<file path="config.mk">
export PLATFORM = sky130hd
export DESIGN_NAME = fp_serial_sum
export DESIGN_NICKNAME = d
export VERILOG_FILES = /design/src/rtl/fp_serial_pkg.sv /design/src/rtl/fp_serial_sum_add.sv /design/src/rtl/fp_serial_sum.sv
export SDC_FILE = /design/constraint.sdc
export NUM_CORES = 1
export LEC_CHECK = 0
export CORE_MARGIN = 1.5
export CORE_UTILIZATION = 49
export DETAILED_ROUTE_END_ITERATION = 8
export HOLD_SLACK_MARGIN = 0.08
export PLACE_DENSITY_LB_ADDON = 0.1
export RECOVER_POWER = 25
export SKIP_CTS_REPAIR_TIMING = 1
export SLEW_MARGIN = 20
export SYNTH_ARGS = -nofsm -noshare
export SYNTH_HDL_FRONTEND = slang
export SYNTH_SLANG_ARGS = --single-unit
</file>
<file path="constraint.sdc">
create_clock -name clk_in -period 23.9 [get_ports clk_in]
set_clock_uncertainty 0.05 [all_clocks]
set_input_delay 4.78 -clock clk_in [delete_from_list [all_inputs] [get_ports clk_in]]
set_output_delay 4.78 -clock clk_in [all_outputs]
set_load 0.05 [all_outputs]
</file>
<file path="src/rtl/fp_serial_pkg.sv">
// Shared types and constants for the bit-serial
// binary32 multi-lane summer.
package fp_serial_pkg;

  localparam int EXP_W = 8;
  localparam int MAN_W = 23;
  localparam int BIAS  = 127;

  localparam logic [31:0] FP_POS_ZERO = 32'h0000_0000;
  localparam logic [31:0] FP_INF      = 32'h7F80_0000;

  typedef enum logic [2:0] {
    S_IDLE,
    S_LOAD,
    S_CALC,
    S_HOLD,
    S_SHIFT
  } state_t;

  function automatic int neg_lsb(input int n_ch);
    return n_ch;
  endfunction

  function automatic int acc_pos(input int n_ch);
    return 2 * n_ch;
  endfunction

endpackage

</file>
<file path="src/rtl/fp_serial_sum_add.sv">
// Combinational binary32 adder: truncating, flush-to-zero,
// saturating to signed infinity.
module fp_add_comb
  import fp_serial_pkg::*;
(
  input  logic [31:0] a,
  input  logic [31:0] b,
  output logic [31:0] y
);

  localparam int FW = MAN_W + 4;

  logic              a_ge;
  logic [31:0]       big;
  logic [31:0]       sml;
  logic [EXP_W-1:0]  e_big;
  logic [EXP_W-1:0]  e_sml;
  logic [EXP_W-1:0]  d;
  logic [4:0]        dd;
  logic [FW-1:0]     m_big;
  logic [FW-1:0]     m_sml;
  logic [2*FW-1:0]   wide;
  logic [FW-1:0]     al;
  logic              sub;
  logic [FW:0]       res;
  logic [4:0]        lead;
  logic [4:0]        lz;
  logic [FW:0]       norm;
  logic [9:0]        ex;
  logic              uflow;

  always_comb begin
    y     = FP_POS_ZERO;
    a_ge  = a[30:0] >= b[30:0];
    big   = a_ge ? a : b;
    sml   = a_ge ? b : a;
    e_big = big[30:23];
    e_sml = sml[30:23];
    d     = e_big - e_sml;
    dd    = (d > 8'd27) ? 5'd27 : d[4:0];
    m_big = {1'b1, big[22:0], 3'b000};
    m_sml = {1'b1, sml[22:0], 3'b000};
    // bits shifted past the guard pair fold into a sticky LSB
    wide  = {m_sml, {FW{1'b0}}} >> dd;
    al    = wide[2*FW-1:FW];
    al[0] = al[0] | (|wide[FW-1:0]);
    sub   = big[31] ^ sml[31];
    res   = sub ? ({1'b0, m_big} - {1'b0, al})
                : ({1'b0, m_big} + {1'b0, al});
    lead  = 5'd0;
    for (int i = 0; i <= FW; i++) begin
      if (res[i]) lead = i[4:0];
    end
    lz    = 5'd0;
    uflow = 1'b0;
    if (res[FW]) begin
      norm = res >> 1;
      ex   = {2'b00, e_big} + 10'd1;
    end else begin
      lz    = 5'd26 - lead;
      norm  = res << lz;
      ex    = {2'b00, e_big} - {5'b0, lz};
      uflow = {5'b0, lz} >= {2'b00, e_big};
    end

    if (e_sml == '0) begin
      y = (e_big == '0) ? FP_POS_ZERO : big;
    end else if (res == '0) begin
      y = FP_POS_ZERO;
    end else if (uflow) begin
      y = FP_POS_ZERO;
    end else if (ex >= 10'd255) begin
      y = {big[31], FP_INF[30:0]};
    end else begin
      y = {big[31], ex[7:0], norm[25:3]};
    end
  end

endmodule

</file>
<file path="src/rtl/fp_serial_sum.sv">
// Bit-serial N_CH-lane binary32 summer with setup word,
// accumulate mode and serial result read-out.
module fp_serial_sum
  import fp_serial_pkg::*;
#(
  parameter int N_CH   = 4,
  parameter int DATA_W = 32,
  parameter int CFG_W  = 2 * N_CH + 1
) (
  input  logic            clk_in,
  input  logic            rst_in,
  input  logic [N_CH-1:0] serial_in,
  input  logic            wr_in,
  input  logic            setup_serial_in,
  input  logic            output_read_in,
  output logic            input_rdy,
  output logic            output_rdy,
  output logic            serial_out,
  output logic            frame_err
);

  localparam int CNT_W   = $clog2(DATA_W + 1);
  localparam int LANE_W  = $clog2(N_CH);
  localparam int NEG_LSB = neg_lsb(N_CH);
  localparam int ACC_POS = acc_pos(N_CH);

  localparam logic [CNT_W-1:0] LAST_BIT  = CNT_W'(DATA_W - 1);
  localparam logic [CNT_W-1:0] CFG_START = CNT_W'(DATA_W - CFG_W);
  localparam logic [CNT_W-1:0] LAST_LANE = CNT_W'(N_CH - 1);
  localparam logic [CNT_W-1:0] SHIFT_END = CNT_W'(DATA_W);

  state_t state;
  state_t state_nx;

  logic [CNT_W-1:0]  cnt;
  logic [DATA_W-1:0] ops [N_CH];
  logic [CFG_W-1:0]  cfg;
  logic [DATA_W-1:0] sum;
  logic [DATA_W-1:0] accum;
  logic [DATA_W-1:0] out_sr;
  logic              wr_block;
  logic              take;

  logic [LANE_W-1:0] lane;
  logic [N_CH-1:0]   en_mask;
  logic [N_CH-1:0]   neg_mask;
  logic [DATA_W-1:0] lane_op;
  logic [DATA_W-1:0] op_a;
  logic [DATA_W-1:0] op_b;
  logic [DATA_W-1:0] add_y;
  logic [DATA_W-1:0] step;

  assign input_rdy  = (state == S_IDLE);
  assign output_rdy = (state == S_HOLD) || (state == S_SHIFT);

  assign take = wr_in && (((state == S_IDLE) && !wr_block)
                          || (state == S_LOAD));

  assign lane     = cnt[LANE_W-1:0];
  assign en_mask  = cfg[N_CH-1:0];
  assign neg_mask = cfg[NEG_LSB +: N_CH];
  assign lane_op  = ops[lane];
  assign op_a     = (cnt == '0)
                    ? (cfg[ACC_POS] ? accum : FP_POS_ZERO)
                    : sum;
  assign op_b     = {lane_op[DATA_W-1] ^ neg_mask[lane],
                     lane_op[DATA_W-2:0]};
  assign step     = en_mask[lane] ? add_y : op_a;

  fp_add_comb u_add (
    .a (op_a),
    .b (op_b),
    .y (add_y)
  );

  always_ff @(posedge clk_in or negedge rst_in) begin
    if (!rst_in) state <= S_IDLE;
    else         state <= state_nx;
  end

  always_comb begin
    state_nx = state;
    unique case (state)
      S_IDLE:  if (wr_in && !wr_block) state_nx = S_LOAD;
      S_LOAD: begin
        if (!wr_in)                state_nx = S_IDLE;
        else if (cnt == LAST_BIT)  state_nx = S_CALC;
      end
      S_CALC:  if (cnt == LAST_LANE) state_nx = S_HOLD;
      S_HOLD:  if (output_read_in)   state_nx = S_SHIFT;
      S_SHIFT: if (cnt == SHIFT_END) state_nx = S_IDLE;
      default: state_nx = S_IDLE;
    endcase
  end

  always_ff @(posedge clk_in or negedge rst_in) begin
    if (!rst_in) begin
      cnt        <= '0;
      cfg        <= '0;
      sum        <= '0;
      accum      <= FP_POS_ZERO;
      out_sr     <= '0;
      wr_block   <= 1'b0;
      serial_out <= 1'b0;
      frame_err  <= 1'b0;
      for (int i = 0; i < N_CH; i++) ops[i] <= '0;
    end else begin
      frame_err <= 1'b0;
      if (!wr_in) wr_block <= 1'b0;
      if (take) begin
        for (int i = 0; i < N_CH; i++)
          ops[i] <= {serial_in[i], ops[i][DATA_W-1:1]};
        if (cnt >= CFG_START)
          cfg <= {setup_serial_in, cfg[CFG_W-1:1]};
      end
      unique case (state)
        S_IDLE: if (take) cnt <= CNT_W'(1);
        S_LOAD: begin
          if (!wr_in) begin
            frame_err <= 1'b1;
            cnt       <= '0;
          end else if (cnt == LAST_BIT) begin
            // a wr_in still high must fall before the next frame
            cnt      <= '0;
            wr_block <= 1'b1;
          end else begin
            cnt <= cnt + 1'b1;
          end
        end
        S_CALC: begin
          sum <= step;
          if (cnt == LAST_LANE) begin
            accum <= step;
            cnt   <= '0;
          end else begin
            cnt <= cnt + 1'b1;
          end
        end
        S_HOLD: begin
          if (output_read_in) begin
            serial_out <= sum[0];
            out_sr     <= sum >> 1;
            cnt        <= CNT_W'(1);
          end
        end
        S_SHIFT: begin
          if (cnt == SHIFT_END) begin
            serial_out <= 1'b0;
            cnt        <= '0;
          end else begin
            serial_out <= out_sr[0];
            out_sr     <= out_sr >> 1;
            cnt        <= cnt + 1'b1;
          end
        end
        default: cnt <= '0;
      endcase
    end
  end

endmodule

</file>
==> results of run 1 <==
[cell usage after synthesis, types with 15 or more instances]
cell / number
a211oi_1: 30
a21o_1: 34
a21oi_1: 212
a31oi_1: 67
and2_1: 29
buf_2: 20
clkbuf_1: 134
dfrtp_1: 244
ha_1: 88
inv_1: 118
mux2_2: 154
mux2i_1: 49
mux4_2: 32
nand2_1: 335
nand2b_1: 25
nand3_1: 69
nand4_1: 26
nor2_1: 280
nor3_1: 65
nor4_1: 22
o211ai_1: 28
o21a_1: 21
o21ai_0: 149
o21ai_1: 31
o21bai_1: 15
o22ai_1: 27
o31ai_1: 22
or2_2: 15
or3_1: 16
xnor2_1: 28
[layout by cell type, fill, tap and decap left out, types with 21 or more instances in the layout]
cell type,synthesis,final
a211oi_1,30,30
a21o_1,34,34
a21oi_1,212,212
a31oi_1,67,67
and2_1,29,27
buf_4,3,49
clkbuf_16,0,25
dfrtp_1,244,243
ha_1,88,88
inv_1,118,118
mux2_2,154,154
mux2i_1,49,49
mux4_2,32,32
nand2_1,335,335
nand2b_1,25,25
nand3_1,69,69
nand4_1,26,26
nor2_1,280,279
nor3_1,65,64
nor4_1,22,22
o211ai_1,28,28
o21a_1,21,21
o21ai_0,149,148
o21ai_1,31,29
o22ai_1,27,27
o31ai_1,22,22
xnor2_1,28,27
[area by class of cell]
cell class	count	share of cell area (%)
Multi-Input combinational cell	2140	62.4
Sequential cell	244	26.6
Clock buffer	37	3.27
Tap cell	585	3.19
Timing Repair Buffer	61	2.10
Inverter	122	2.00
Clock inverter	6	0.366
Antenna cell	1	0.0109
[worst paths after layout]
| check | start | endpoint | slack, ns |
|---|---|---|---|
| worst max-delay path | cnt[0] | sum[3] | 5.61 |
| worst min-delay path | accum[25] | accum[25] | 0.44 |
| worst max register to register | cnt[0] | sum[3] | 5.61 |
| worst min register to register | accum[25] | accum[25] | 0.44 |
| max in group asynchronous | rst_in | ops[37] | 14.54 |
| min in group asynchronous | rst_in | out_sr[27] | 6.19 |
[registers in the layout, indices dropped and copies added (netlist names)]
signal,cells
ops,128
accum,32
state,3
serial_out,1
frame_err,1
cnt,6
cfg,9
sum,32
out_sr,31
wr_block,1
[stage by stage]
step | utilization, % | hold WS (ns)
finish | 53.1 | 0.439
detailed placement | 51.2 | 0.421
CTS | 53.1 | 0.434
floorplan | - | 0.392
global placement | 51.2 | 0.414
global route | 53.1 | 0.456
[layer usage]
layer / vias up / share of wire (%) / track usage [%]
met5: - / 0 / 0
met2: 1010 / 44 / 53.8
met4: 0 / 3.4 / 11.4
met1: 10383 / 44 / 49.8
met3: 142 / 9.2 / 6.97
li1: 9672 / - / -
[kinds of logic (layout without fill, tap and decap cells)]
logic type / count (synthesis) / in the layout / synth area share [%]
fa+ha+maj: 92 / 92 / 5.40
mux: 237 / 237 / 13.8
other cells: 0 / 1 / 0
xor+xnor: 40 / 40 / 1.63
simple gates: 943 / 943 / 19.9
buf+inv: 295 / 226 / 5.42
flops: 244 / 244 / 28.4
compound gates: 828 / 828 / 25.5
[tightest hold or removal path, delay by kind of cell, from the launching register on]
| kind | cells | cell delay (ns) |
|---|---|---|
| flops | 1 | 0.35 |
| simple gates | 1 | 0.05 |
| compound gates | 1 | 0.06 |
==> impl_metrics.tcl, run 1 <==
set metrics [dict create \
    end_kind "register" \
    pin_count 13 \
    whs_path_depth 2 \
    grt_pass1_wl_um 121000 \
    area_growth_pct 6.58 \
    core_area_mm2 0.0432 \
    yosys_warnings 0 \
    synth_nets 2778 \
    max_slew_margin_pct -264 \
    critPathMaxFanout 38 \
    die_x_um 213 \
    hold_class "reg -> reg" \
    start_kind "register" \
    worstPathArrival_ns 18.64 \
    cp_common_cell "a21oi_1" \
    grt_max_degree 104 \
    hpwl_um 61600 \
    clock_sinks 244 \
    gp_congestion 1.01 \
    htreeDepth 1 \
    place_ws_ns 5.79 \
    multiInputGateArea_mm2 0.0143 \
    vias 21207 \
    post_synth_num_cell_types 107 \
    start_util_pct 49.8 \
    synth.avg_cell_area_um2 8.03 \
    wl_um 80100 \
    finalInstanceArea_mm2 0.0229 \
    synth_seq_area_share_pct 28.4 \
    instances_no_fill 3196 \
    drcViolationCount 0 \
    clk_path_buf_depth 3 \
    fill_cells 4210 \
    drtIter0Drc 2728 \
    drive_gt1_share_pct 13.0 \
    antenna_found_initial 1 \
    rsz0062_at_grt "no" \
    synth_top_cell_by_area "dfrtp_1" \
    first_pass_iters 8 \
    synth_area_leaders "dfrtp_1 28%, mux2_2 8.1%, nand2_1 5.8%" \
    num_rows 76 \
    placed_area_mm2 0.0221 \
    synth_top_area_share_pct 28.4 \
    run_status "finished, violations left" \
    synthArstFlopShare_pct 100 \
    io_buffers 12 \
    max_stage_delay_ns 0.82 \
    period_share_pct 76.5 \
    via_per_inst 6.64 \
    syn_inst 2679 \
    maxCapViolations 2 \
    setup_viol 0 \
    final-seq-area_mm2 0.00611 \
    die-area_mm2 0.0452 \
    fmax_mhz 54.7 \
    violations "max-capacitance violations, max-slew violations" \
    cts_root_buf "clkbuf_16" \
    timing.final.ws_setup_ns 5.61 \
    path_delay_family "compound AO/OA/AOI/OAI gates" \
    synth_edf_count 0 \
    grt_pass1_vias 19552 \
    track_usage_pct 35.2 \
    slew_viol_final 168 \
    worst-r2r-cell-count 66 \
    clkSlewWorstSetupHoldPaths_ns 0.07 \
    cts_buffers 25 \
    syn_area_mm2 0.0215 \
    setup_tns_ns 0 \
    critPathRequiredTime_ns 24.25 \
    path_depth 66 \
    clock_latency_ns 0.53 \
    wl_per_cell_um 25.0 \
    drtAntennaViolNets 0 \
    final_nets 2693 \
    period_needed_ns 18.29 \
    tightest_slew_ns 5.46 \
    finalHoldViolCount 0 \
    crit_type "reg -> reg" \
    synth-seq-cells 244 \
    die_y_um 213 \
    path_buf_inv 7 \
    cp_slowest_cell "a222oi_1" \
    place_inst 3152 \
    synth-main-ff-cell "dfrtp_1" \
    cts_tree "done" \
    grt.overflow.total 0 \
]
Power of run 1 is not shown: default switching activity piles up to over one toggle a cycle in this logic, so the estimate is an artifact.
==> inputs of run 2 (changes only) <==
clock period = 18.4 ns   (was 23.9 ns; I/O delays follow)
==> run 2 against run 1 <==
  * The run still ends with max-capacitance violations, max-slew violations left
  * Worst hold slack lost 0.0041 ns
  * Global-route usage increased by 0.15 points
  * Final cell count grew 0.47%
  * Routed wire length grew 0.12%
  * First-iteration DRC count grew 4.6%
  * Flip-flop and latch count did not move
  * Critical path depth increased by 1
  * Register-to-register slack worse by 4.3 ns
  * Core utilization rose by 0.34 points
  * Critical path type unchanged
==> impl_metrics.tcl, run 2 (synthesized netlist as in run 1, its figures left out) <==
set metrics [dict create \
    start_util_pct 49.8 \
    io_buffers 12 \
    core_area_mm2 0.0432 \
    start_kind "register" \
    reg_top3 "ops x128, accum x32, sum x32" \
    cts_root_buf "clkbuf_16" \
    worstPathArrival_ns 17.44 \
    r2r-end "accum[1]" \
    wl_per_cell_um 25.0 \
    min_to "accum[23]" \
    critPathRequiredTime_ns 18.75 \
    final_nets 2709 \
    clk_path_buf_depth 3 \
    drtIter0Drc 2854 \
    drtAntennaViolNets 0 \
    drive_gt1_share_pct 13.6 \
    die_y_um 213 \
    whs_path_depth 2 \
    rsz0062_at_grt "no" \
    grt.overflow.total 0 \
    placed_area_mm2 0.0222 \
    r2r_start "cnt[0]" \
    track_usage_pct 35.3 \
    die-area_mm2 0.0452 \
    antenna_found_initial 0 \
    setup_tns_ns 0 \
    clock_sinks 244 \
    cts_tree "done" \
    fmax_mhz 58.5 \
    grt_pass1_wl_um 122000 \
    first_pass_iters 6 \
    drcViolationCount 0 \
    pin_count 13 \
    cts_buffers 27 \
    antenna_cells 0 \
    largest_reg_flops 128 \
    setup_viol 0 \
    die_x_um 213 \
    grt_max_degree 119 \
    worst-r2r-cell-count 67 \
    mostFrequentLayoutCells "335 x nand2_1, 278 x nor2_1, 243 x dfrtp_1" \
    period_needed_ns 17.09 \
    vias 21329 \
    area_growth_pct 7.26 \
    violations "max-capacitance violations, max-slew violations" \
    regMostFlops "ops" \
    via_per_inst 6.64 \
    slew_viol_final 264 \
    reg2reg_slack_ns 1.31 \
    max_stage_delay_ns 0.63 \
    finalHoldViolCount 0 \
    num_rows 76 \
    cp_slowest_cell "a222oi_1" \
    critPathMaxFanout 33 \
    tightest_slew_ns 6.48 \
    crit_type "reg -> reg" \
    wl_um 80100 \
    grt_pass1_vias 19974 \
    hold_class "reg -> reg" \
    clock_latency_ns 0.55 \
    period_share_pct 92.9 \
    holdCritStartpoint "accum[23]" \
    maxCapViolations 3 \
    hpwl_um 61900 \
    end_kind "register" \
    clkSlewWorstSetupHoldPaths_ns 0.06 \
    run_status "finished, violations left" \
    max_slew_margin_pct -332 \
    finalInstanceArea_mm2 0.0231 \
    final_common_cell "nand2_1" \
    gp_congestion 1.01 \
    htreeDepth 1 \
    cp_common_cell "a21oi_1" \
]
run 2: changes by cell type in the layout (fill, tap and decap cells not counted), sizes merged:
cell | previous run | this run
diode | 1 | 0
buf | 49 | 62
clkinv | 4 | 1
inv | 122 | 123
clkbuf | 38 | 39
clkinvlp | 0 | 4
run 2: final cells by class:
type | instances | area, um^2
Multi-Input combinational cell | 2140 | 14300
Fill cell | 4137 | 20100
Tap cell | 585 | 732
Clock buffer | 37 | 763
Timing Repair Buffer | 75 | 583
Clock inverter | 8 | 104
Sequential cell | 244 | 6110
Inverter | 122 | 458
run 2: worst max-delay path: cells and delay by family (launching register included):
family	cells	cell delay [ns]
compound gates	37	8.69
simple gates	11	2.67
fa+ha+maj	6	1.97
buf+inv	8	1.75
mux	4	1.18
flops	1	0.40
xor+xnor	1	0.14
run 2: worst max path at each step:
stage | start | endpoint | depth (start not counted)
floorplan | cnt[0] | accum[2] | 75
global placement | cnt[0] | accum[1] | 66
detailed placement | cnt[0] | accum[1] | 67
CTS | cnt[0] | accum[0] | 67
global route | cnt[0] | accum[0] | 67
finish | cnt[0] | accum[1] | 67
run 2: metal layers:
layer  GRT usage (%)  part of all wire [%]  up-vias
li1                -                     -     9704
met3            6.07                   9.4      221
met5               0                     0        -
met4            14.8                   5.0        0
met2            53.6                    43     1175
met1            49.7                    42    10229
run 2: per-stage QoR:
stage | utilization (%) | cells | hold slack (ns) | setup WS, ns
3_3_place_gp | 51.4 | 3164 | 0.405 | 1.76
2_1_floorplan | - | 2679 | 0.392 | 1.90
6_report | 53.5 | 3211 | 0.435 | 1.31
3_5_place_dp | 51.4 | 3164 | 0.422 | 1.17
4_1_cts | 53.4 | 3209 | 0.436 | 1.08
5_1_grt | 53.5 | 3211 | 0.459 | 0.112
Power of run 2 is left out for the same reason.
